<file path="config.mk">
export PLATFORM = sky130hd
export DESIGN_NAME = mtr_drv
export DESIGN_NICKNAME = d
export VERILOG_FILES = /design/src/rtl/mtr_drv.sv
export SDC_FILE = /design/constraint.sdc
export NUM_CORES = 1
export LEC_CHECK = 0
export BUFFER_PORTS_ARGS = -buffer_cell sky130_fd_sc_hd__buf_2
export CORE_ASPECT_RATIO = 0.6
export CORE_MARGIN = 4
export CORE_UTILIZATION = 60
export DETAILED_ROUTE_END_ITERATION = 12
export PLACE_DENSITY = 0.8
export SLEW_MARGIN = 20
export SYNTH_ARGS = -nofsm -noshare
export SYNTH_HDL_FRONTEND = slang
export SYNTH_SLANG_ARGS = --single-unit
export TNS_END_PERCENT = 1
</file>
<file path="constraint.sdc">
create_clock -name clk -period 2.4 [get_ports clk]
set_input_delay 0.24 -clock clk [delete_from_list [all_inputs] [get_ports clk]]
set_output_delay 0.24 -clock clk [all_outputs]
set_load 0.05 [all_outputs]
</file>
<file path="src/rtl/mtr_drv.sv">
// mtr_drv: dual H-bridge PWM driver with dead-time insertion and latched overcurrent shutdown.
// Define MTR_OVR_SYNC_EN to pass OVR_I inputs through 2-flop synchronizers before qualification.
module mtr_drv #(
    parameter int NONOVERLAP = 32,
    parameter int BLANK      = 128,
    parameter int OVR_LIMIT  = 32
) (
    input  logic               clk,
    input  logic               rst_n,
    input  logic               en,
    input  logic signed [11:0] lft_spd,
    input  logic signed [11:0] rght_spd,
    input  logic               OVR_I_lft,
    input  logic               OVR_I_rght,
    output logic               PWM1_lft,
    output logic               PWM2_lft,
    output logic               PWM1_rght,
    output logic               PWM2_rght,
    output logic               OVR_I_shtdwn
);
    localparam int BW = $clog2(BLANK + 1);
    localparam int OW = $clog2(OVR_LIMIT + 1);

    logic [10:0]   r_cnt;
    logic [OW-1:0] r_ovr_cnt;
    logic          r_flag, r_shtdwn, w_end, w_shtdwn_nxt;
    logic [1:0]    w_ovr, w_qual, w_pwm1, w_pwm2;
    logic [11:0]   w_spd [2];

    assign w_end        = (r_cnt == 11'd2047);
    assign w_shtdwn_nxt = r_shtdwn || (r_ovr_cnt == OW'(OVR_LIMIT));
    assign w_spd[0]     = lft_spd;
    assign w_spd[1]     = rght_spd;

`ifdef MTR_OVR_SYNC_EN
    logic [1:0] r_ovr_s1, r_ovr_s2;
    always_ff @(posedge clk or negedge rst_n) begin
        if (!rst_n) begin
            r_ovr_s1 <= '0;
            r_ovr_s2 <= '0;
        end else begin
            r_ovr_s1 <= {OVR_I_rght, OVR_I_lft};
            r_ovr_s2 <= r_ovr_s1;
        end
    end
    assign w_ovr = r_ovr_s2;
`else
    assign w_ovr = {OVR_I_rght, OVR_I_lft};
`endif

    always_ff @(posedge clk or negedge rst_n) begin
        if (!rst_n) begin
            r_cnt     <= '0;
            r_ovr_cnt <= '0;
            r_flag    <= 1'b0;
            r_shtdwn  <= 1'b0;
        end else begin
            r_cnt    <= r_cnt + 11'd1;
            r_shtdwn <= w_shtdwn_nxt;
            if (w_end) begin
                r_ovr_cnt <= (r_flag || |w_qual)
                           ? ((r_ovr_cnt == OW'(OVR_LIMIT)) ? r_ovr_cnt : r_ovr_cnt + 1'b1)
                           : '0;
                r_flag    <= 1'b0;
            end else if (|w_qual) begin
                r_flag <= 1'b1;
            end
        end
    end

    for (genvar g = 0; g < 2; g++) begin : g_mtr
        logic [10:0]   r_duty, w_duty;
        logic [6:0]    r_hi_run, r_lo_run;
        logic [BW-1:0] r_blank;
        logic          r_pwm1, r_pwm2, w_raw_hi;
        // Clamp to [-1024,1023] and offset by 1024: the in-range case is just bit 10 flipped.
        assign w_duty   = (w_spd[g][11] ^ w_spd[g][10]) ? {11{~w_spd[g][11]}}
                                                        : {~w_spd[g][10], w_spd[g][9:0]};
        assign w_raw_hi = (r_cnt < r_duty);
        always_ff @(posedge clk or negedge rst_n) begin
            if (!rst_n) begin
                r_duty   <= 11'd1024;
                r_hi_run <= '0;
                r_lo_run <= '0;
                r_blank  <= '0;
                r_pwm1   <= 1'b0;
                r_pwm2   <= 1'b0;
            end else begin
                if (w_end) r_duty <= w_duty;
                r_hi_run <= !w_raw_hi ? '0 : (&r_hi_run ? r_hi_run : r_hi_run + 7'd1);
                r_lo_run <= w_raw_hi ? '0 : (&r_lo_run ? r_lo_run : r_lo_run + 7'd1);
                r_pwm1   <= en && !w_shtdwn_nxt && w_raw_hi && (r_hi_run >= 7'(NONOVERLAP));
                r_pwm2   <= en && !w_shtdwn_nxt && !w_raw_hi && (r_lo_run >= 7'(NONOVERLAP));
                r_blank  <= !r_pwm1 ? '0 : ((r_blank == BW'(BLANK)) ? r_blank : r_blank + 1'b1);
            end
        end
        assign w_qual[g] = r_pwm1 && (r_blank == BW'(BLANK)) && w_ovr[g];
        assign w_pwm1[g] = r_pwm1;
        assign w_pwm2[g] = r_pwm2;
    end

    assign PWM1_lft     = w_pwm1[0];
    assign PWM2_lft     = w_pwm2[0];
    assign PWM1_rght    = w_pwm1[1];
    assign PWM2_rght    = w_pwm2[1];
    assign OVR_I_shtdwn = r_shtdwn;
endmodule

</file>
=== Yosys cells after proc, flatten, opt, wreduce, memory -nomap -nowiden ===
Cells that the tools add are included.

* Output and inout port bits: 5
* Register bits after elaboration: 89

* $add $sub $neg: 8
* Reduce and logical (&&, ||, !) cells: 25
* Bitwise logic cells: 6
* Equal/unequal tests: 11
* Muxes and demuxes: 18
* Order comparisons: 6

{| class="wikitable"
|+ Operators with widths
! cell !! count
|-
| two-way mux 7 bit || 8
|-
| two-way mux 8 bit || 4
|-
| adder 7 x 1 -> 7 bit, second input constant || 4
|-
| >= comparator 7 x 6 -> 1 bit, second input constant || 4
|-
| AND reduction 7 bit || 4
|-
| < comparator 11 bit || 2
|-
| two-way mux 11 bit || 2
|-
| adder 8 x 1 -> 8 bit, second input constant || 2
|-
| == test 8 bit, second input constant || 2
|-
| inequality test 2 bit, second input constant || 7
|-
| logical AND 1 bit || 13
|-
| two-way mux 6 bit || 2
|-
| adder 11 x 1 -> 11 bit, second input constant || 1
|-
| == test 11 bit, second input constant || 1
|-
| adder 6 x 1 -> 6 bit, second input constant || 1
|-
| == test 6 bit, second input constant || 1
|-
| inverter 1 bit || 4
|-
| zero test 1 bit || 3
|-
| logical OR 1 bit || 2
|-
| two-way mux 1 bit || 2
|-
| AND reduction 2 bit || 1
|-
| nonzero test 2 bit || 1
|-
| OR reduction 2 bit || 1
|-
| bitwise XOR 1 bit || 2
|}

=== Depth between registers and ports, before layout ===
Gate-level depths: netlist (run 1).

* Word-level depth: 7
* Mapped depth: 8
* Mapped depth without buffers: 7

=== Worst setup path after synthesis (run 1) ===
No wires, ideal clock.

* Path kind: register to register
* From: register g_mtr[1].r_blank[0]
* To: register r_ovr_cnt[0]
* Data required time: 2275 ps
* Slack: 578 ps
* Stages on the path, launching flop included: 8
* Arrival: 1698 ps
* Clock period less this slack: 1822 ps
* Library setup time: 125 ps
* Buffers on the path: 1
* Cells stage by stage: dfrtp_1 -> inv_1 -> ha_1 -> and3_1 -> buf_6 -> a311oi_4 -> nor3_2 -> mux2_2

* Cells in the longest elaborated chain, start to end: 7
* Elaborated cells between the ends (all ways): 8
* Classes of those cells: eq/ne: 2; mux: 1; reduce/logical: 5

{| class="wikitable"
|+ Ends and longest elaborated chain
! what !! line !! source
|-
| start: declaration || 74 || <nowiki>logic [BW-1:0] r_blank;</nowiki>
|-
| start signal: assignment || 94 || <nowiki>r_blank <= !r_pwm1 ? '0 : ((r_blank == BW'(BLANK)) ? r_blank : r_blank + 1'b1);</nowiki>
|-
| == test 8 bit * || 97 || <nowiki>assign w_qual[g] = r_pwm1 && (r_blank == BW'(BLANK)) && w_ovr[g];</nowiki>
|-
| logical AND 1 bit * (2 in a row) || 97 ||
|-
| OR reduction 2 bit * || 61 || <nowiki>r_ovr_cnt <= (r_flag || |w_qual)</nowiki>
|-
| logical OR 1 bit * || 61 ||
|-
| inequality test 2 bit (no source line) || -- ||
|-
| AND reduction 2 bit (no source line) || -- ||
|-
| end signal: assignment || 61 ||
|-
| end: declaration || 25 || <nowiki>logic [OW-1:0] r_ovr_cnt;</nowiki>
|}

Every way passes the cells marked *; elsewhere a longest branch is shown, timed or not.
A chain may end at the register's enable or synchronous reset.

=== Worst setup path after layout (run 1) ===
* From: register r_cnt[4]
* To: register g_mtr[1].r_lo_run[5]

* Cells in the longest elaborated chain, start to end: 2
* Elaborated cells between the ends (all ways): 3
* Classes of those cells: order compare: 1; eq/ne: 1; mux: 1

{| class="wikitable"
|+ Ends and longest elaborated chain
! what !! line !! source
|-
| start: declaration || 24 || <nowiki>logic [10:0] r_cnt;</nowiki>
|-
| start signal: assignment || 58 || <nowiki>r_cnt <= r_cnt + 11'd1;</nowiki>
|-
| < comparator 11 bit * || 79 || <nowiki>assign w_raw_hi = (r_cnt < r_duty);</nowiki>
|-
| inequality test 2 bit (no source line) / two-way mux 7 bit (equally long branches) || -- ||
|-
| end signal: assignment || 91 || <nowiki>r_lo_run <= w_raw_hi ? '0 : (&r_lo_run ? r_lo_run : r_lo_run + 7'd1);</nowiki>
|-
| end: declaration || 73 || <nowiki>logic [6:0] r_hi_run, r_lo_run;</nowiki>
|}

Marks and branches as above.

==> results of run 1 <==
[kinds of logic (layout without fill, tap and decap cells)]
| kind of cell | after synthesis | count (layout) | share of synthesized area, % |
|---|---|---|---|
| multiplexers | 5 | 5 | 1.10 |
| adder cells (fa/ha/maj) | 38 | 38 | 10.2 |
| buffers and inverters | 50 | 95 | 4.35 |
| AO/OA/AOI/OAI | 100 | 100 | 13.4 |
| AND/OR/NAND/NOR | 167 | 167 | 18.5 |
| XOR/XNOR | 25 | 25 | 4.70 |
| flip-flops | 89 | 89 | 47.8 |
[registers in the layout, indices dropped and copies added (netlist names)]
register        count
g_mtr.r_duty       22
g_mtr.r_lo_run     14
OVR_I_shtdwn        1
PWM2_rght           1
PWM1_lft            1
PWM1_rght           1
r_cnt              11
r_flag              1
r_ovr_cnt           6
g_mtr.r_blank      16
PWM2_lft            1
g_mtr.r_hi_run     14
[cells in the mapped netlist, types with 3 or more instances]
cell type	count
a211oi_1	5
a21o_1	6
nand4_1	8
nor2b_1	4
buf_2	3
ha_1	38
nor2_1	43
dfrtp_1	87
xnor2_1	22
and3_1	20
nand3_1	26
xor2_1	3
mux2i_1	4
o21ai_0	14
clkbuf_1	5
nand2_1	29
nor4b_1	3
a21oi_1	20
a31oi_1	4
inv_1	40
o21ai_1	28
and2_1	17
o211ai_1	9
nor3_1	5
[where the power goes]
group	switching [mW]	total, mW	leakage [nW]	internal (mW)
sequential	0.0143	1.52	1.08	1.51
combinational	0.0879	0.137	1.48	0.0492
clock	0.589	1.50	0.155	0.912
total	0.692	3.16	2.72	2.47
[timing repair]
item / in CTS / in global routing
endpoints found under the hold margin: 48 / 0
hold buffers: 1 / 0
setup endpoints to repair: 0 / 0
[worst max path at each step]
stage / to / slack, ns / cells past startpoint
finish: g_mtr[1].r_lo_run[5]$_DFFE_PN0P_ / 0.31 / 6
global route: PWM1_rght$_DFF_PN0_ / 0.18 / 6
CTS: g_mtr[1].r_lo_run[2]$_DFFE_PN0P_ / 0.29 / 6
detailed placement: g_mtr[1].r_lo_run[5]$_DFFE_PN0P_ / 0.34 / 6
global placement: PWM2_lft$_DFF_PN0_ / 0.40 / 6
floorplan: r_ovr_cnt[0]$_DFFE_PN0P_ / 0.58 / 7
[final cells by class]
type | instances | share of cell area [%]
Clock buffer | 9 | 4.26
Sequential cell | 89 | 42.2
Tap cell | 104 | 2.46
Timing Repair Buffer | 39 | 4.31
Inverter | 40 | 2.84
Clock inverter | 7 | 1.80
Multi-Input combinational cell | 335 | 42.2
[routing by layer]
layer,vias to the layer above,part of all wire [%]
met5,-,0
met3,10,3.5
met2,61,46
met4,0,1.0
li1,1723,-
met1,1676,50
[critical path: cells and delay by family, from the launching register on]
family,cells,cell delay [ns]
flip-flops,1,0.44
AO/OA/AOI/OAI,4,1.08
adder cells (fa/ha/maj),1,0.34
AND/OR/NAND/NOR,1,0.10
[cells in the final DEF (no fill, tap or decap), types with 17 or more instances in the layout]
master,instances
o21ai_1,28
and3_1,20
nand2_1,29
a21oi_1,20
and2_1,17
inv_1,40
nor2_1,43
nand3_1,26
dfrtp_1,87
xnor2_1,22
buf_2,32
ha_1,38
[metrics by stage]
step           std cells  setup WS (ns)
2_1_floorplan        474          0.578
3_3_place_gp         606          0.400
3_5_place_dp         606          0.335
4_1_cts              623          0.292
5_1_grt              623          0.184
6_report             623          0.309
==> metrics.md, run 1 <==
| Metric | Value |
|---|---|
| Fmax | `0.478 GHz` |
| CP most frequent cell | `a21o_1` |
| TritonCTS clock tree | `yes` |
| Critical path launch point type | `register` |
| Max stage delay cell, worst path | `dfrtp_1` |
| TritonRoute pass-1 iters | `6` |
| Seq cells post-synth | `89` |
| Syn_area_per_cell | `9.84 sq um` |
| Hold path start | `rght_spd[3]` |
| Clk root buf | `clkbuf_16` |
| Register area | `0.00223 sq mm` |
| Largest net degree at the start of global routing | `52` |
| Dpl cell area | `0.00496 sq mm` |
| Largest stage delay on the critical path | `0.44 ns` |
| GRT Residual Overflow | `0` |
| Footprint of the multi-input gates | `0.00223 sq mm` |
| Worst slew margin | `56.3%` |
| GPL Wtd Cong | `0.829` |
| Cell-by-cell listing of the critical path | `ha_1, a21o_1, a21o_1, a221oi_1, o21a_1, nor2_1` |
| Die width | `122 um` |
| P_leak | `2.72 nW` |
| Die area | `0.00929 sq mm` |
| Cells after synthesis | `474` |
| Reg2reg path depth | `6` |
| Number of synthesized flops with an enable pin | `0` |
| Routed via count | `3470` |
| Layout Nets | `581` |
| Layout fillers | `554` |
| Clock sink count | `89` |
| Post-Syn Area | `0.00466 sq mm` |
| VDD IR max | `0.345 mV` |
| Core box area | `0.00742 sq mm` |
| Worst slew pin tran | `0.655 ns` |
| DRT iter0 DRCs | `239` |
| Post-CTS sizing | `0` |
| Clock Skews | `0.00837 ns` |
| Max-slew violations | `0` |
| Clk slew on worst S/H paths | `0.06 ns` |
| RSZ-0062 raised after global routing | `false` |
| Status | `finished, final reports clean` |
| Reg-to-reg critical path startpoint | `r_cnt[4]$_DFF_PN0_` |
| Primary FF master, synth | `dfrtp_1` |
| Grt met3 use | `5.34%` |
| Max-cap violations | `0` |
| Row cnt | `24` |
| Port Buffer Count | `33` |
| Post-CTS setup buffers | `0` |
| CTS H-tree depth | `3` |
| Skew-Pair Late Insertion Delay | `0.34 ns` |
| Total track usage | `21.2%` |
| TritonCTS Buffers | `9` |
| Routed Antenna Nets | `0` |
| Initial antenna violation count | `0` |
| Pwr/cell area | `598 mW/mm^2` |
| Area grow syn2layout | `13.4%` |
| WP data required | `2.61 ns` |
| Busiest layer in global routing | `met2` |
| Max Root-Sink Buffers | `2` |
| Ports | `34` |
| Worst Setup SP | `r_cnt[4]$_DFF_PN0_` |
| Register area share after synthesis | `47.8%` |
| Async SR Flop Fraction | `100%` |
| Finished Core Util | `71.3%` |
| Setup slack, reg-to-reg | `0.31 ns` |
| Setup TNS | `0 ns` |
| Critical path peak fanout | `8` |
| Hold Violations, Final | `0` |
| WHS Endpoint | `g_mtr[1].r_duty[3]$_DFFE_PN0P_` |
| Hold_ws | `0.148 ns` |
| Crit path capture type | `register` |
| Share of cells above drive strength 1 | `11.9%` |
| Via density | `5.57` |
| Final setup vio count | `0` |
| Post-Syn Nets | `541` |
| Met1 Use GR | `29.4%` |
| Final Power | `3.16 mW` |
| Period Utilization, post-route | `87.1%` |
| CP Data Arrival Time | `2.30 ns` |
| Hold WC Path Type | `in -> reg` |
| Main area contributors after synthesis | `dfrtp_1 47%, ha_1 10%, xnor2_1 4.1%` |
| Die height | `76.3 um` |
| Area leader, netlist | `dfrtp_1` |
| Wire per inst | `14.6 um` |
| WHS Path Cells | `3` |
| WS Path Type | `reg -> reg` |
| Share of the synthesized area in the top cell type | `46.7%` |
| Tmin final | `2.09 ns` |
| Met2 layer usage reported by global route | `33.2%` |
| Starting Density | `62.9%` |
| Ant. Diodes | `0` |
| DP HPWL | `6600 um` |
| Synth warnings | `0` |
| Vias in the first global route | `3429` |
| RR Endpoint | `g_mtr[1].r_lo_run[5]$_DFFE_PN0P_` |
| Design area | `0.00529 sq mm` |
| Total Wirelength | `9100 um` |
| Global-route wire length before repair | `15800 um` |
| Drc violations | `0` |
| Yosys cell types | `48` |
Note: power is estimated with default switching activity, not from simulation.
==> inputs of run 2 (changes only) <==
--- a/config.mk
+++ b/config.mk
@@ -5,13 +5,14 @@
 export SDC_FILE = /design/constraint.sdc
 export NUM_CORES = 1
 export LEC_CHECK = 0
+export ABC_AREA = 1
 export BUFFER_PORTS_ARGS = -buffer_cell sky130_fd_sc_hd__buf_2
 export CORE_ASPECT_RATIO = 0.6
 export CORE_MARGIN = 4
-export CORE_UTILIZATION = 60
+export CORE_UTILIZATION = 61
 export DETAILED_ROUTE_END_ITERATION = 12
-export PLACE_DENSITY = 0.8
-export SLEW_MARGIN = 20
+export PLACE_DENSITY = 0.81
+export SLEW_MARGIN = 25
 export SYNTH_ARGS = -nofsm -noshare
 export SYNTH_HDL_FRONTEND = slang
 export SYNTH_SLANG_ARGS = --single-unit
==> metrics.md, run 2 <==
| Metric | Value |
|---|---|
| Status | `finished, final reports clean` |
| Max Root-Sink Buffers | `2` |
| Share of the synthesized area in the top cell type | `45.0%` |
| Design area | `0.00538 sq mm` |
| GPL Wtd Cong | `0.912` |
| Wire per inst | `13.9 um` |
| Global-route wire length before repair | `17500 um` |
| Critical path launch point type | `register` |
| Async SR Flop Fraction | `100%` |
| Post-Synth Simple-Gate Area | `21.8%` |
| Most frequent cells in the layout | `107 x inv_1, 99 x nand2_1, 87 x dfrtp_1, 61 x o21ai_0, 45 x nand3_1` |
| Dpl cell area | `0.00512 sq mm` |
| Initial antenna violation count | `0` |
| Setup TNS | `0 ns` |
| Clock Skews | `0.00650 ns` |
| Critical path peak fanout | `16` |
| Via density | `5.37` |
| Die width | `123 um` |
| Post-CTS setup buffers | `0` |
| Commonest non-fill, non-tap cell in the layout | `inv_1` |
| Area grow syn2layout | `11.3%` |
| Largest net degree at the start of global routing | `50` |
| Drc violations | `0` |
| Adder-Cell Fraction of Synth Area | `9.84%` |
| TritonCTS Buffers | `9` |
| Total track usage | `23.3%` |
| Reg2reg path depth | `8` |
| GRT Residual Overflow | `0` |
| Clk slew on worst S/H paths | `0.06 ns` |
| P_leak | `2.91 nW` |
| Setup slack, reg-to-reg | `0.38 ns` |
| Routed Antenna Nets | `0` |
| Final setup vio count | `0` |
| Commonest cells post-synth | `107 x inv_1, 99 x nand2_1, 87 x dfrtp_1, 61 x o21ai_0, 45 x nand3_1` |
| Crit path capture type | `register` |
| Core box area | `0.00748 sq mm` |
| Skew-Pair Late Insertion Delay | `0.34 ns` |
| Max-slew violations | `0` |
| Worst slew margin | `58.3%` |
| Hold WC Path Type | `in -> reg` |
| Post-CTS sizing | `0` |
| Fmax | `0.496 GHz` |
| Main area contributors after synthesis | `dfrtp_1 45%, ha_1 9.8%, inv_1 8.3%` |
| Synth Area in Compound Gates | `9.63%` |
| DP HPWL | `7480 um` |
| TritonCTS clock tree | `yes` |
| Post-Syn Area | `0.00483 sq mm` |
| Starting Density | `64.6%` |
| Port Buffer Count | `33` |
| Regs by FF count | `g_mtr.r_duty x22, g_mtr.r_blank x16` |
| Register area share after synthesis | `46.1%` |
| WS Path Type | `reg -> reg` |
| Die height | `77.0 um` |
| Share of cells above drive strength 1 | `10.7%` |
| Biggest register | `g_mtr.r_duty` |
| Hold Violations, Final | `0` |
| VDD IR max | `0.411 mV` |
| Setup crit end | `g_mtr[1].r_lo_run[6]$_DFFE_PN0P_` |
| TritonRoute pass-1 iters | `5` |
| Seq cells post-synth | `89` |
| Vias in the first global route | `3809` |
| Synth warnings | `0` |
| Clock sink count | `89` |
| RSZ-0062 raised after global routing | `false` |
| Largest register FFs | `22` |
| Max-cap violations | `0` |
| Period Utilization, post-route | `84.0%` |
| Ant. Diodes | `0` |
| Syn_area_per_cell | `8.28 sq um` |
| Pwr/cell area | `543 mW/mm^2` |
| Die area | `0.00946 sq mm` |
| Tmin final | `2.02 ns` |
| Number of synthesized flops with an enable pin | `0` |
| Worst Setup SP | `g_mtr[1].r_duty[10]$_DFFE_PN1P_` |
| Area leader, netlist | `dfrtp_1` |
| Ports | `34` |
| Routed via count | `3929` |
| Worst slew pin tran | `0.625 ns` |
| CP Data Arrival Time | `2.29 ns` |
| Total Wirelength | `10200 um` |
| Layout Nets | `692` |
| Fraction of synthesized area in multiplexers | `0%` |
| CTS H-tree depth | `3` |
| Largest family of logic cells by synthesized area | `simple AND/OR/NAND/NOR gates` |
| WP data required | `2.67 ns` |
| Row cnt | `24` |
| Post-Syn Nets | `651` |
| Clk root buf | `clkbuf_16` |
| DRT iter0 DRCs | `300` |
| Most common cell in the synthesized netlist | `inv_1` |
| Post-Synth XOR/XNOR Area | `3.08%` |
| Layout fillers | `584` |
| Reg-to-reg critical path startpoint | `g_mtr[1].r_duty[10]$_DFFE_PN1P_` |
| RR Endpoint | `g_mtr[1].r_lo_run[6]$_DFFE_PN0P_` |
| Yosys cell types | `29` |
| Cells after synthesis | `584` |
| Primary FF master, synth | `dfrtp_1` |
## run 2: timing repair
item                       in CTS  in global routing
hold buffers                    1                  0
hold endpoints to repair       44                  0
setup endpoints to repair       0                  0
## run 2: power breakdown
group | internal, mW | leakage (nW) | switching [mW]
Combinational | 0.0505 | 1.72 | 0.102
Clock | 0.688 | 0.117 | 0.555
Sequential | 1.51 | 1.07 | 0.0115
## run 2: worst min-delay path by stage
stage / cells past startpoint / from / slack (ns) / end
after floorplan: 0 / rst_n / -0.06 / OVR_I_shtdwn$_DFF_PN0_
after global placement: 1 / rst_n / 0.30 / r_ovr_cnt[3]$_DFFE_PN0P_
after detailed placement: 1 / rst_n / 0.30 / r_ovr_cnt[3]$_DFFE_PN0P_
after CTS: 5 / rght_spd[4] / 0.24 / g_mtr[1].r_duty[4]$_DFFE_PN0P_
after global routing: 5 / rght_spd[4] / 0.26 / g_mtr[1].r_duty[4]$_DFFE_PN0P_
final: 5 / rght_spd[4] / 0.24 / g_mtr[1].r_duty[4]$_DFFE_PN0P_
## run 2: cells by family (layout without fill, tap and decap cells)
logic type,count (synthesis),count (layout)
simple gates,231,231
buf+inv,117,161
compound gates,92,92
flops,89,89
fa+ha+maj,38,38
xor+xnor,17,17
## run 2: per-layer routing
layer  GRT usage, %  wire length (um)
met1           33.7              5000
met2           35.3              4510
met3           5.81               607
met4           5.81                81
met5              0                 0
## run 2: layout make-up
cell class / count / area [sq um] / share of cell area (%)
multi-input cells: 378 / 2140 / 39.8
repair buffers: 40 / 223 / 4.14
clock buffers: 11 / 233 / 4.33
flip-flops and latches: 89 / 2230 / 41.5
well taps: 104 / 130 / 2.42
inverters: 107 / 402 / 7.47
clock inverters: 3 / 20.0 / 0.372
## run 2: critical path: stages (launching register included)
cell,delay [ns]
dfstp_2,0.51
inv_1,0.04
ha_1,0.30
nand4_1,0.18
nor2_1,0.13
nand4_1,0.10
nand3_1,0.40
o21ai_0,0.21
inv_1,0.09
## run 2: stage by stage
stage	utilization [%]	setup slack [ns]	cells	power, mW	hold slack, ns
2_1_floorplan	-	0.738	584	1.61	-0.0556
3_3_place_gp	68.4	0.465	717	1.69	0.298
3_5_place_dp	68.4	0.415	717	1.70	0.300
4_1_cts	71.9	0.397	732	2.94	0.238
5_1_grt	71.9	0.161	732	3.02	0.261
6_report	71.9	0.384	732	2.92	0.243
